--- src/rtl/cpu_out_uart_tx.sv ---
// cpu_out_uart_tx: captures bytes strobed out by the CPU into a small FIFO and
// sends them as 8N1 UART frames on tx (idle high, LSB first, one stop bit).
//
// Handshake: a write is accepted on any rising edge where out_we=1 and the
// registered full flag is 0. There is no back-pressure on the CPU, so a write
// while full is dropped and recorded in the sticky overflow flag.
//
// fsm_state exposes the serialiser state (0=IDLE 1=START 2=DATA 3=STOP) for
// debug and checker binding.
module cpu_out_uart_tx #(
  parameter int CLKS_PER_BIT = 16,
  parameter int DEPTH        = 4
) (
  input  logic                     clk,
  input  logic                     reset,
  input  logic                     out_we,
  input  logic [7:0]               out_data,
  input  logic                     ovf_clr,
  output logic                     tx,
  output logic                     busy,
  output logic                     full,
  output logic [$clog2(DEPTH):0]   count,
  output logic                     overflow,
  output logic [7:0]               last_data,
  output logic [1:0]               fsm_state
);

  localparam int AW = $clog2(DEPTH);
  localparam int CW = AW + 1;
  localparam int BW = $clog2(CLKS_PER_BIT);

  localparam logic [BW-1:0] BAUD_LAST = BW'(CLKS_PER_BIT - 1);
  localparam logic [CW-1:0] DEPTH_C   = CW'(DEPTH);

  typedef enum logic [1:0] {
    IDLE  = 2'd0,
    START = 2'd1,
    DATA  = 2'd2,
    STOP  = 2'd3
  } state_t;

  state_t          state_q, state_d;
  logic [BW-1:0]   baud_q, baud_d;
  logic [2:0]      bit_q, bit_d;
  logic [7:0]      shift_q, shift_d;
  logic            tx_q, tx_d;

  logic [7:0]      mem_q [DEPTH];
  logic [AW-1:0]   wr_ptr_q, wr_ptr_d;
  logic [AW-1:0]   rd_ptr_q, rd_ptr_d;
  logic [CW-1:0]   count_q, count_d;
  logic            ovf_q, ovf_d;
  logic [7:0]      last_q, last_d;

  logic            full_w;
  logic            push;
  logic            drop;
  logic            pop;

  // Status flags come straight from registered state so they never glitch.
  assign full_w    = (count_q == DEPTH_C);
  assign push      = out_we & ~full_w;
  assign drop      = out_we & full_w;

  assign tx        = tx_q;
  assign busy      = (state_q != IDLE) | (count_q != '0);
  assign full      = full_w;
  assign count     = count_q;
  assign overflow  = ovf_q;
  assign last_data = last_q;
  assign fsm_state = state_q;

  // Serialiser next-state: frame timing, bit shifting and the FIFO pop request.
  always_comb begin
    state_d = state_q;
    baud_d  = baud_q;
    bit_d   = bit_q;
    shift_d = shift_q;
    tx_d    = tx_q;
    pop     = 1'b0;
    case (state_q)
      IDLE: begin
        tx_d = 1'b1;
        if (count_q != '0) begin
          pop     = 1'b1;
          shift_d = mem_q[rd_ptr_q];
          tx_d    = 1'b0;
          baud_d  = '0;
          state_d = START;
        end
      end
      START: begin
        if (baud_q == BAUD_LAST) begin
          baud_d  = '0;
          bit_d   = '0;
          tx_d    = shift_q[0];
          state_d = DATA;
        end else begin
          baud_d = baud_q + BW'(1);
        end
      end
      DATA: begin
        if (baud_q == BAUD_LAST) begin
          baud_d = '0;
          if (bit_q == 3'd7) begin
            tx_d    = 1'b1;
            state_d = STOP;
          end else begin
            shift_d = {1'b0, shift_q[7:1]};
            tx_d    = shift_q[1];
            bit_d   = bit_q + 3'd1;
          end
        end else begin
          baud_d = baud_q + BW'(1);
        end
      end
      STOP: begin
        tx_d = 1'b1;
        if (baud_q == BAUD_LAST) begin
          baud_d  = '0;
          state_d = IDLE;
        end else begin
          baud_d = baud_q + BW'(1);
        end
      end
      default: begin
        tx_d    = 1'b1;
        baud_d  = '0;
        state_d = IDLE;
      end
    endcase
  end

  // FIFO bookkeeping, overflow flag and display latch next-state.
  always_comb begin
    wr_ptr_d = wr_ptr_q;
    rd_ptr_d = rd_ptr_q;
    count_d  = count_q;
    ovf_d    = ovf_q;
    last_d   = last_q;
    if (push) begin
      wr_ptr_d = wr_ptr_q + AW'(1);
      last_d   = out_data;
    end
    if (pop) begin
      rd_ptr_d = rd_ptr_q + AW'(1);
    end
    case ({push, pop})
      2'b10:   count_d = count_q + CW'(1);
      2'b01:   count_d = count_q - CW'(1);
      default: count_d = count_q;
    endcase
    // A dropped write wins over a simultaneous clear.
    if (drop) begin
      ovf_d = 1'b1;
    end else if (ovf_clr) begin
      ovf_d = 1'b0;
    end
  end

  // Serialiser registers; reset abandons any frame in flight.
  always_ff @(posedge clk or negedge reset) begin
    if (!reset) begin
      state_q <= IDLE;
      baud_q  <= '0;
      bit_q   <= '0;
      shift_q <= '0;
      tx_q    <= 1'b1;
    end else begin
      state_q <= state_d;
      baud_q  <= baud_d;
      bit_q   <= bit_d;
      shift_q <= shift_d;
      tx_q    <= tx_d;
    end
  end

  // FIFO pointers, occupancy and status registers.
  always_ff @(posedge clk or negedge reset) begin
    if (!reset) begin
      wr_ptr_q <= '0;
      rd_ptr_q <= '0;
      count_q  <= '0;
      ovf_q    <= 1'b0;
      last_q   <= '0;
    end else begin
      wr_ptr_q <= wr_ptr_d;
      rd_ptr_q <= rd_ptr_d;
      count_q  <= count_d;
      ovf_q    <= ovf_d;
      last_q   <= last_d;
    end
  end

  // FIFO storage; contents are don't-care until written, so no reset.
  always_ff @(posedge clk) begin
    if (push) begin
      mem_q[wr_ptr_q] <= out_data;
    end
  end

endmodule

--- config.mk ---
export PLATFORM = sky130hd
export DESIGN_NAME = cpu_out_uart_tx
export DESIGN_NICKNAME = d
export VERILOG_FILES = /design/src/rtl/cpu_out_uart_tx.sv
export SDC_FILE = /design/constraint.sdc
export NUM_CORES = 1
export LEC_CHECK = 0
export CAP_MARGIN = 25
export CORE_ASPECT_RATIO = 0.75
export CORE_MARGIN = 2
export CORE_UTILIZATION = 35
export CTS_CLUSTER_DIAMETER = 50
export DETAILED_ROUTE_END_ITERATION = 16
export GPL_TIMING_DRIVEN = 0
export MAX_ROUTING_LAYER = met4
export SLEW_MARGIN = 20
export SYNTH_ARGS = -nofsm -noshare
export SYNTH_HDL_FRONTEND = slang
export SYNTH_SLANG_ARGS = --single-unit
--- constraint.sdc ---
create_clock -name clk -period 4.6 [get_ports clk]
set_input_delay 0.92 -clock clk [delete_from_list [all_inputs] [get_ports clk]]
set_output_delay 0.92 -clock clk [all_outputs]
set_load 0.05 [all_outputs]
==> reports/metrics.yaml, run 1 <==
floorplan:
  core_mm2: 0.008023
  dieArea_mm2: 0.009195
  start_util: 0.3681
  die_x_um: 110.1
  die_h_um: 83.55
  io_pins: 29
  rows: 28
power_and_ir_drop:
  leakage_nw: 1.424
  vdd_ir_drop_max_mv: 0.3233
  power.total_mw: 2.452
  p_per_area_mw_per_mm2: 687.6
cts:
  cts_resized: 0
  cts_root_buf: "clkbuf_8"
  cts_buffers: 9
  cts_tree: "done"
  cts_buffer_depth: 2
  cts_hold_buf: 0
  cts_sinks: 66
  clk_latency_ns: 0.34
  clk_pin_slew_ns: 0.08
  cts_setup_buffers: 0
  htree_levels: 3
timing:
  final.period_utilization: 0.7123
  hold-worst-slack_ns: 0.4759
  maxSlewViolCount: 0
  max_freq_mhz: 305.2
  hold_violations: 0
  rsz0062_at_grt: "no"
  finalSetupViolCount: 0
  slew_headroom: 0.4948
  skew_ns: 0.01300
  tns_ns: 0
  setup_slack_ns: 1.323
  worstMarginPinSlew_ns: 0.7550
  period_needed_ns: 3.277
detailed_routing:
  wirelength_um: 5018
  drc: 0
  vias_per_cell: 4.667
  vias: 1652
  dr.pass1.iters: 4
  dr.first_iter.drc_count: 47
  ant_nets: 0
  post_drt_wl_per_cell_um: 14.18
logic_synthesis:
  syn_area_mm2: 0.002953
  synth-seq-cells: 66
  syn_nets: 230
  synth_warnings: 0
  synthesis.instances: 204
  synth_top_cell_by_area: "edfxtp_1"
  synth.top_cell.area_share: 0.3254
  seq_area_frac_synth: 0.6140
  postSynthAreaPerCell_um2: 14.47
  yosysUniqueCellTypes: 39
  netlist_top_cells_area: "edfxtp_1, dfrtp_1, mux4_2"
setup_path:
  cp_max_fo: 10
  path_class: "reg -> out"
  startpoint: "fsm_state[0]"
  end_kind: "output port"
  cp.arrival_ns: 2.36
  reg2reg_depth: 11
  worstPathRequired_ns: 3.68
  startpoint_type: "flop"
  reg2reg_from: "count[1]"
place:
  pre_cts_ws_ns: 1.670
  place_area_mm2: 0.003387
  gp_congestion: 0.6925
  place_inst: 338
  portBuffers: 28
  hpwl_um: 3486
grt:
  grt_util_met3: 0.05386
  top_usage_layer: "met2"
  grt_pass1_wl_um: 8535
  overflow: 0
  grtUsageTotal: 0.1275
  met1_usage: 0.1708
  grt_max_degree: 23
  antenna_found_initial: 0
  grt_util_met2: 0.1790
  grt_pass1_vias: 1698
job:
  cap_violations: 0
layout:
  postLayoutCellArea_mm2: 0.003566
  final_cells: 354
  area_growth_pct: 20.76
  drive_above_1_share: 0.1847
  final_util: 0.4445
  antenna_cells: 0
  nets: 270
worst_hold_path:
  hold_class: "reg -> reg"
  worstHoldPathCells: 2
  hp-start: "tx"
status:
  status: "completed"
-- worst max-delay path, stage by stage, from the launching register on --
cell,delay (ns)
dfrtp_1,0.43
inv_1,0.13
ha_1,0.19
nor4b_4,0.47
inv_1,0.08
clkdlybuf4s50_1,0.71
-- logic make-up (layout without fill, tap and decap cells) --
kind of cell / after synthesis / after routing / share of synthesized area
flip-flops: 66 / 66 / 0.6140
AND/OR/NAND/NOR: 37 / 37 / 0.06737
AO/OA/AOI/OAI: 33 / 33 / 0.06738
adder cells (fa/ha/maj): 14 / 14 / 0.06187
multiplexers: 27 / 27 / 0.1347
buffers and inverters: 21 / 66 / 0.03687
XOR/XNOR: 6 / 6 / 0.01780
-- per-layer routing --
layer	up-vias	part of all wire
li1	813	-
met1	804	0.50
met2	31	0.45
met3	4	0.039
met4	0	0.0062
met5	-	0
-- Yosys cell counts --
cell,n
a22o_1,5
buf_12,1
nor4b_4,1
mux2_2,6
o21bai_1,1
mux2i_1,9
o22a_1,1
or2_2,1
clkbuf_1,2
nand2_1,15
nor2b_1,1
buf_2,2
and3_4,1
nand4b_1,1
buf_4,1
fa_1,1
mux4_2,8
and3_1,1
inv_2,1
o31ai_1,1
dfstp_2,1
nand2b_1,2
nand4_1,1
a21o_1,1
edfxtp_1,32
nand2b_4,1
xnor2_1,3
nand3_1,1
nor2_1,10
inv_1,13
ha_1,13
mux2_4,4
a21oi_1,5
dfrtp_1,33
buf_6,1
a211o_1,1
nor3_1,1
xor2_1,3
o21ai_0,18
-- flip-flops by register name, summed over array words and instances, names as in the netlist --
signal / cells
tx: 1
last_data: 8
mem_q: 32
rd_ptr_q: 2
overflow: 1
wr_ptr_q: 2
shift_q: 8
fsm_state: 2
count: 3
bit_q: 3
baud_q: 4
-- worst paths after layout --
| path | to | slack (ns) |
|---|---|---|
| worst max-delay path | busy | 1.32 |
| worst min-delay path | tx | 0.48 |
| worst max register to register | count[2] | 2.35 |
| worst min register to register | tx | 0.48 |
| max in group asynchronous | tx | 3.58 |
| min in group asynchronous | last_data[6] | 0.50 |
-- power breakdown --
| part | total, mW | leakage, nW | internal [mW] | switching (mW) |
|---|---|---|---|---|
| clock network | 0.435 | 0.0859 | 0.212 | 0.223 |
| logic | 1.08 | 0.631 | 0.468 | 0.613 |
| registers | 0.935 | 0.708 | 0.818 | 0.117 |
| total | 2.45 | 1.42 | 1.50 | 0.954 |
-- cells in the final DEF (no fill, tap or decap), drive strengths merged, types with 5 or more instances in the layout --
cell type,synthesis,layout
nand2,15,15
nor2,10,10
dfrtp,33,33
clkbuf,2,13
a21oi,5,5
inv,14,15
a22o,5,5
mux2,10,10
edfxtp,32,32
o21ai,18,18
clkdlybuf4s50,0,27
mux4,8,8
mux2i,9,9
ha,13,13
buf,5,7
-- cell type report --
class                      instances  area (um2)
buffer                             7       56.30
clock buffer                      11       141.4
clock inverter                     5       37.54
fill                             722        4457
inverter                          14       52.55
multi-input combinational        117        1031
sequential                        66        1813
tap                              105       131.4
timing repair buffer              29       302.8
(Power assumes the default switching activity.)
==> run 2: changes to the inputs <==
- clock period: 4.6 -> 2.6 ns (I/O delays scaled with it)
==> run 2 against run 1 <==
Against the previous run: global-route usage barely moved; highest routed layer unchanged; largest power group unchanged; non-clock buffer count grew 1; clock skew down 0.00073 ns; clock power increased by 77%; setup slack worse by 1.2 ns; sequential power rose by 76%; design area up 0.18%; critical path depth decreased by 2; wire length about the same; sequential cell count did not move; first-iteration DRC count is 8.5% lower; cell count up 0.28%.
==> reports/metrics.yaml, run 2 (synthesis results as in run 1) <==
job:
  cap_violations: 0  # unchanged
cts:
  clk_pin_slew_ns: 0.08  # about the same
  htree_levels: 3  # unchanged
  cts_sinks: 66  # unchanged
  cts_hold_buf: 0  # unchanged
  cts_root_buf: "clkbuf_8"  # unchanged
  cts_tree: "done"  # unchanged
  cts_buffers: 9  # unchanged
  cts_buffer_depth: 2  # unchanged
  clk_latency_ns: 0.34  # about the same
detailed_routing:
  wirelength_um: 5014  # was 5018 um
  drc: 0  # unchanged
  dr.first_iter.drc_count: 43  # was 47
  post_drt_wl_per_cell_um: 14.12  # was 14.18 um
  vias: 1661  # was 1652
  dr.pass1.iters: 4  # unchanged
  vias_per_cell: 4.679  # was 4.667
  ant_nets: 0  # unchanged
layout:
  postLayoutCellArea_mm2: 0.003572  # was 0.003566 mm2
  area_growth_pct: 20.97  # was 20.76%
  nFillCells: 722  # unchanged
  ff_latch_area_mm2: 0.001813  # unchanged
  antenna_cells: 0  # unchanged
  largest_reg_flops: 32  # unchanged
  drive_above_1_share: 0.1880  # was 0.1847
  nets: 271  # was 270
  final_cell_mix: "dfrtp_1, edfxtp_1, clkdlybuf4s50_1, o21ai_0, nand2_1"  # unchanged
  layout_commonest_cell: "dfrtp_1"  # unchanged
  top_register: "mem_q"  # unchanged
  multi_input_area_mm2: 0.001031  # unchanged
grt:
  overflow: 0  # unchanged
  grt_pass1_vias: 1704  # was 1698
  grt_pass1_wl_um: 8562  # was 8535 um
  grtUsageTotal: 0.1278  # was 0.1275
  antenna_found_initial: 0  # unchanged
  grt_max_degree: 23  # unchanged
floorplan:
  die_h_um: 83.55  # unchanged
  dieArea_mm2: 0.009195  # unchanged
  rows: 28  # unchanged
  core_mm2: 0.008023  # unchanged
  io_pins: 29  # unchanged
  start_util: 0.3681  # unchanged
  die_x_um: 110.1  # unchanged
setup_path:
  startpoint_type: "flop"  # unchanged
  end_kind: "output port"  # unchanged
  r2r-end: "count[2]"  # unchanged
  path_class: "reg -> out"  # unchanged
  worstPathRequired_ns: 2.08  # was 3.68 ns
  cp.arrival_ns: 1.91  # was 2.36 ns
  reg2reg_from: "count[1]"  # unchanged
  reg2reg_depth: 11  # unchanged
  rrSetupSlack_ns: 0.35  # was 2.35 ns
  cp_max_fo: 4  # was 10
  startpoint: "count[1]"  # was fsm_state[0]
place:
  hpwl_um: 3486  # unchanged
  portBuffers: 28  # unchanged
  place_area_mm2: 0.003387  # unchanged
  gp_congestion: 0.6925  # unchanged
timing:
  max_freq_mhz: 411.0
  maxSlewViolCount: 0  # unchanged
  hold_violations: 0  # unchanged
  finalSetupViolCount: 0  # unchanged
  skew_ns: 0.01227  # was 0.01300 ns
  final.period_utilization: 0.9357
  tns_ns: 0  # unchanged
  slew_headroom: 0.4960  # was 0.4948
  rsz0062_at_grt: "no"  # unchanged
  worstMarginPinSlew_ns: 0.7532  # was 0.7550 ns
  period_needed_ns: 2.433
power_and_ir_drop:
  leakage_nw: 1.428  # was 1.424 nW
  p_per_area_mw_per_mm2: 1215  # was 687.6 mW/mm2
  vdd_ir_drop_max_mv: 0.5692  # was 0.3233 mV
worst_hold_path:
  hold_class: "in -> async"  # was reg -> reg
status:
  status: "completed"  # unchanged
==> run 2: cell count changes in the layout (fill, tap and decap cells not counted), sizes merged <==
cell / delta
buf: +1
clkdlybuf4s50: -1
dlygate4sd2: +1
==> run 2: worst max-delay path by stage <==
stage / end / cells past startpoint
after CTS: full / 3
after detailed placement: busy / 5
after global routing: full / 3
final: full / 3
after global placement: last_data[1] / 1
after floorplan: count[2] / 10
==> run 2: cell type report <==
type	count	area share
inverters	14	0.01471
well taps	105	0.03678
repair buffers	30	0.08651
clock inverters	5	0.01051
flip-flops and latches	66	0.5075
plain buffers	7	0.01576
clock buffers	11	0.03958
multi-input cells	117	0.2886
==> run 2: metal layers <==
layer	global-route usage	share of wire	wire, um
met4	0.03107	0.0062	31
met2	0.1790	0.46	2284
met3	0.05386	0.035	173
met5	-	0	0
met1	0.1718	0.50	2524
==> run 2: timing repair <==
action | 4_1_cts | 5_1_grt
setup buffers | 1 | 0
gates resized for setup | 1 | 0
setup endpoints to repair | 1 | 0
==> run 2: stage by stage <==
| stage | setup WS [ns] | std cells | hold slack, ns | total power [mW] | util |
|---|---|---|---|---|---|
| final | 0.1672 | 355 | 0.09852 | 4.342 | 0.4453 |
| after global routing | 0.06052 | 355 | 0.08527 | 4.658 | 0.4453 |
| after CTS | 0.1369 | 355 | 0.09391 | 4.407 | 0.4453 |
| after detailed placement | 0.07037 | 338 | 0.4643 | 3.616 | 0.4222 |
| after global placement | 0.07104 | 337 | 0.4587 | 3.577 | 0.4194 |
| after floorplan | 0.06498 | 204 | 0.2244 | 3.092 | - |
==> run 2: critical path: stages (launching register included) <==
cell and delay (ns):
dfrtp_1 0.43, inv_1 0.14, and3_4 0.21, clkdlybuf4s50_1 0.80
==> run 2: power breakdown <==
group / total (mW) / switching [mW] / internal (mW)
logic: 1.92 / 1.09 / 0.830
registers: 1.65 / 0.207 / 1.45
clock network: 0.770 / 0.395 / 0.375
==> edit 1: new RTL, settings of run 2 <==
`CLKS_PER_BIT`: 16 -> 32.
--- a/src/rtl/cpu_out_uart_tx.sv
+++ b/src/rtl/cpu_out_uart_tx.sv
@@ -10,3 +10,3 @@
 module cpu_out_uart_tx #(
-  parameter int CLKS_PER_BIT = 16,
+  parameter int CLKS_PER_BIT = 32,
   parameter int DEPTH        = 4
Function: no difference found for any inputs over 10 cycles, from zero or initial values and one cycle with reset low; that may be too few to reach the edited logic, so the function may still have changed.
==> edit 1 against run 2 <==
Die area is 1.4% higher. Sequential cell count up 1. Synthesized area increased by 1.4%. First-iteration DRC count rose to 2.6 times the old value. Largest power group unchanged. Total power rose by 12%. Critical path type unchanged. Utilization is essentially flat. Final area increased by 4.6%. Setup slack lost 44 ps. Global-route usage is 0.29 points lower. Wire length increased by 2.8%.
==> edit 1: results (changes against run 2) <==
GRT
  • Largest net degree at the start of global routing: 25 (was 23)
  • Total global-route track usage: 0.125 (was 0.128)
  • Vias in the first global route: 1589 (was 1704)
  • First-pass GRT wire length: 8580 um (was 8560 um)
  • Initial antenna violation count: 0 (unchanged)

Routing
  • Vias: 1681 (was 1661)
  • DRT met1 WL: 2770 um (was 2520 um)
  • Top sig layer: met4 (unchanged)
  • WL final: 5150 um (was 5010 um)
  • Drt initial violations: 113 (was 43)
  • Metal2 WL: 2130 um (was 2280 um)
  • WL met3: 203 um (was 173 um)

Place
  • DP Cell Count: 340 (was 338)
  • IO Port Bufs: 28 (unchanged)
  • GPL Wtd Cong: 0.682 (was 0.693)
  • Dpl ws: -114 ps (was 70.4 ps)
  • Post-DP HPWL: 3610 um (was 3490 um)
  • Dpl cell area: 3430 um2 (was 3390 um2)

Worst setup path
  • Reg2Reg Setup Slack: 300 ps (was 350 ps)
  • Worst r2r src: fsm_state[0] (was count[1])
  • Worst setup startpoint: count[1] (unchanged)
  • Reg2reg path depth: 6 (was 11)
  • Critical Path End: full (unchanged)
  • CP arrival: 1960 ps (was 1910 ps)
  • Worst-path fanout max: 5 (was 4)
  • Largest stage delay, worst path: 810 ps
  • FF-to-FF End: shift_q[2] (was count[2])
  • Slowest library cell on the worst path: clkdlybuf4s50_1 (unchanged)

Status
  • Status: finished clean (unchanged)

Clock tree
  • Clock Root Buffer: clkbuf_16 (was clkbuf_8)
  • CTS Buf Count: 9 (unchanged)
  • Clk pin slew, worst setup/hold paths: 60 ps (was 80 ps)
  • Later-pin clock latency in the skew report: 330 ps
  • Max Buffers Root-to-Sink: 2 (unchanged)
  • Htree depth: 3 (unchanged)

Worst hold path
  • Hold Crit Class: input port to asynchronous set/reset pin (unchanged)

Layout
  • Max reg flops: 32 (unchanged)
  • Final nets: 270 (was 271)
  • Final Non-Filler Cells: 357 (was 355)
  • Layout cells sized above 1: 0.221 (was 0.188)

Logic synthesis
  • Number of synthesized flops with an enable pin: 32 (unchanged)
  • Syn_area_per_cell: 14.8 um2 (was 14.5 um2)
  • Sequential area share after synthesis: 0.614 (about the same)
  • Yosys cell types: 35 (was 39)
  • Post-synth top cells: dfrtp_1 (34), edfxtp_1 (32), mux2_2 (20), mux2i_1 (18), ha_1 (13) (was dfrtp_1 (33), edfxtp_1 (32), o21ai_0 (18), nand2_1 (15))
  • Ys Warns: 0 (unchanged)
  • Mapped Nets: 229 (was 230)
  • Synth top area cells: edfxtp_1 (32%), dfrtp_1 (28%), mux2_2 (7.5%) (was edfxtp_1 (33%), dfrtp_1 (28%), mux4_2 (6.1%))
  • FFs w/ async S/R, synth: 0.522 (was 0.515)

Timing
  • Slew headroom: 0.559 (was 0.496)
  • Final WS setup: 123 ps (was 167 ps)
  • Final Skew: 9.71 ps (was 12.3 ps)
  • WHS: 86.1 ps (was 98.5 ps)

Floorplanning
  • Core area: 8380 um2 (was 8020 um2)

Power and ir drop
  • Max IR drop VDD: 0.566 mV (was 0.569 mV)
  • P_leak: 1.54 nW (was 1.43 nW)
[edit 1: cell count changes after synthesis, moves of 6 or more]
cell,run 2,this run
o221ai_1,0,7
o21ai_0,18,3
nand2_1,15,9
mux2i_1,9,18
mux4_2,8,0
mux2_2,6,20
[edit 1: cell type report]
type / count / area, um2
clock buffer: 10 / 229
timing repair buffer: 30 / 302
buffer: 7 / 31.3
multi-input combinational: 118 / 1080
fill: 757 / 4650
inverter: 11 / 41.3
sequential: 67 / 1840
tap: 108 / 135
clock inverter: 6 / 73.8
[edit 1: logic make-up (layout without fill, tap and decap cells)]
| kind of cell | Yosys count | count (layout) | synth area share |
|---|---|---|---|
| flip-flops | 67 | 67 | 0.614 |
| multiplexers | 39 | 39 | 0.139 |
| adder cells (fa/ha/maj) | 14 | 14 | 0.0610 |
| XOR/XNOR | 8 | 8 | 0.0234 |
| AO/OA/AOI/OAI | 26 | 26 | 0.0789 |
| AND/OR/NAND/NOR | 31 | 31 | 0.0597 |
| buffers and inverters | 18 | 64 | 0.0242 |
[edit 1: stage by stage]
| step | util | setup TNS (ps) |
|---|---|---|
| after CTS | 0.446 | 0 |
| after global placement | 0.407 | -151 |
| after floorplan | - | 0 |
| after global routing | 0.446 | 0 |
| after detailed placement | 0.409 | -257 |
| final | 0.446 | 0 |
[edit 1: what timing repair did]
item / in CTS / in global routing
setup buffers: 1 / 0
hold buffers: 0 / 0
resized for setup: 1 / 0
setup endpoints to repair: 1 / 0
[edit 1: power breakdown]
part	leakage, nW	total [mW]	switching, mW	internal, mW
sequential	0.720	1.65	0.188	1.46
combinational	0.670	1.99	1.12	0.876
clock	0.147	1.20	0.451	0.752
[edit 1: per-layer routing]
layer	vias to the layer above	global-route usage
li1	829	-
met1	818	0.182
met2	30	0.162
met3	4	0.0458
met4	0	0.0341
met5	-	-
==> edit 2: new RTL, settings of run 2 <==
Made on the original files. Take the reset off `shift_q` and load it in a clocked block of its own.
--- a/src/rtl/cpu_out_uart_tx.sv
+++ b/src/rtl/cpu_out_uart_tx.sv
@@ -166,3 +166,2 @@
       bit_q   <= '0;
-      shift_q <= '0;
       tx_q    <= 1'b1;
@@ -172,5 +171,8 @@
       bit_q   <= bit_d;
-      shift_q <= shift_d;
       tx_q    <= tx_d;
     end
+  end
+
+  always_ff @(posedge clk) begin
+    shift_q <= shift_d;
   end
Check against the original RTL: same outputs for any inputs over 10 cycles, from zero or initial values and one cycle with reset low; that may be too few to reach the edited logic, so the function may still have changed.
==> edit 2 against run 2 <==
Wire length up 0.78%. Critical path type unchanged. Total power up 1.4%. Synthesized area down 0.55%. Sequential cell count unchanged. Final area down 0.56%. Cell count down 6.5%. First-iteration DRC count up 81%. Setup slack better by 58 ps. Non-clock buffer count down 1. Clock skew up 1.8 ps. Largest power group unchanged.
==> edit 2: results (changes against run 2) <==
Status
  • Status: finished clean (unchanged)

Place
  • DP Cell Count: 315 (was 338)
  • Post-DP HPWL: 3500 um (was 3490 um)
  • GPL Wtd Cong: 0.689 (was 0.693)
  • Dpl cell area: 3340 um2 (was 3390 um2)

Timing
  • Slew headroom: 0.554 (was 0.496)
  • WHS: 205 ps (was 98.5 ps)
  • Final Skew: 14.0 ps (was 12.3 ps)

Logic synthesis
  • Yosys cell types: 41 (was 39)
  • Mapped Nets: 208 (was 230)
  • Post-synth top cells: edfxtp_1 (40), dfrtp_1 (25), ha_1 (13), inv_1 (12), mux2_1 (10) (was dfrtp_1 (33), edfxtp_1 (32), o21ai_0 (18), nand2_1 (15))
  • Number of synthesized flops with an enable pin: 40 (was 32)
  • Sequential area share after synthesis: 0.631 (was 0.614)
  • Syn_area_per_cell: 16.1 um2 (was 14.5 um2)
  • FFs w/ async S/R, synth: 0.394 (was 0.515)
  • Synth top area cells: edfxtp_1 (41%), dfrtp_1 (21%), mux4_2 (6.1%) (was edfxtp_1 (33%), dfrtp_1 (28%), mux4_2 (6.1%))

Worst setup path
  • Largest stage delay, worst path: 520 ps (was 800 ps)
  • Slowest library cell on the worst path: dlygate4sd2_1 (was clkdlybuf4s50_1)
  • Reg2Reg Setup Slack: 380 ps (was 350 ps)
  • Worst-path fanout max: 5 (was 4)
  • FF-to-FF End: shift_q[5] (was count[2])
  • CP arrival: 1860 ps (was 1910 ps)
  • Reg2reg path depth: 6 (was 11)

GRT
  • Met2 global-route usage: 0.185 (was 0.179)
  • Largest net degree at the start of global routing: 27 (was 23)
  • GR Layer Usage met1: 0.173 (was 0.172)
  • Vias in the first global route: 1705 (was 1704)
  • Met3 Use GR: 0.0447 (was 0.0539)
  • First-pass GRT wire length: 8480 um (was 8560 um)
  • Total global-route track usage: 0.129 (was 0.128)

Power and ir drop
  • Overall power: 4.40 mW (was 4.34 mW)
  • P_leak: 1.38 nW (was 1.43 nW)
  • Max IR drop VDD: 0.559 mV (was 0.569 mV)
  • Flop pwr share: 0.379 (was 0.381)
  • Combinational Power Share: 0.425 (was 0.442)

Floorplanning
  • Die width: 110 um (about the same)

Layout
  • Final nets: 248 (was 271)
  • Number of diodes: 0 (unchanged)
  • Layout cells sized above 1: 0.220 (was 0.188)
  • Final Non-Filler Cells: 332 (was 355)
  • Fillers: 701 (was 722)

Routing
  • Wire per inst: 15.2 um (was 14.1 um)
  • Vias: 1605 (was 1661)
  • Drt initial violations: 78 (was 43)
## edit 2: cell count changes after synthesis, sizes merged, moves of 3 or more
cell / change
o21ai: -12
nand2: -10
mux2: +9
dfrtp: -8
edfxtp: +8
mux2i: -7
and2: +5
nor2: -5
a21oi: -4
a22o: -3
## edit 2: how the worst max path moves through the flow
stage          depth (start not counted)  slack [ps]       end         start
2_1_floorplan                         11         340  count[2]      count[0]
3_3_place_gp                           5          50      busy  fsm_state[0]
3_5_place_dp                           5          10      busy  fsm_state[0]
4_1_cts                                3          30      full      count[1]
5_1_grt                                5         150      busy  fsm_state[0]
6_report                               5         220      busy  fsm_state[0]
## edit 2: area by class of cell
cell class | instances | area share
Multi-Input combinational cell | 97 | 0.280
Inverter | 12 | 0.0127
Clock inverter | 7 | 0.0215
Timing Repair Buffer | 29 | 0.0800
Buffer | 7 | 0.0127
Sequential cell | 66 | 0.522
Clock buffer | 9 | 0.0349
Tap cell | 105 | 0.0370
## edit 2: worst max-delay path, delay by kind of cell, from the launching register on
kind / cells / cell delay [ps]
and+or+nand+nor: 1 / 140
buffers and inverters: 3 / 690
DFF: 1 / 430
adders and majority gates: 1 / 250
## edit 2: logic make-up after synthesis
family | synth area share
simple gates | 0.0562
buf+inv | 0.0307
compound gates | 0.0609
mux | 0.141
fa+ha+maj | 0.0622
flops | 0.631
xor+xnor | 0.0179
## edit 2: per-stage QoR
stage,util,worst slack [ps]
after floorplan,-,339
after global placement,0.417,52.9
after detailed placement,0.417,14.1
after CTS,0.442,32.1
after global routing,0.443,154
final,0.443,225
## edit 2: per-layer routing
metal / vias to the layer above / wire length (um) / share of wire
met2: 36 / 2370 / 0.47
met3: 5 / 207 / 0.041
li1: 760 / - / -
met1: 804 / 2430 / 0.48
met5: - / 0 / 0
met4: 0 / 39 / 0.0077
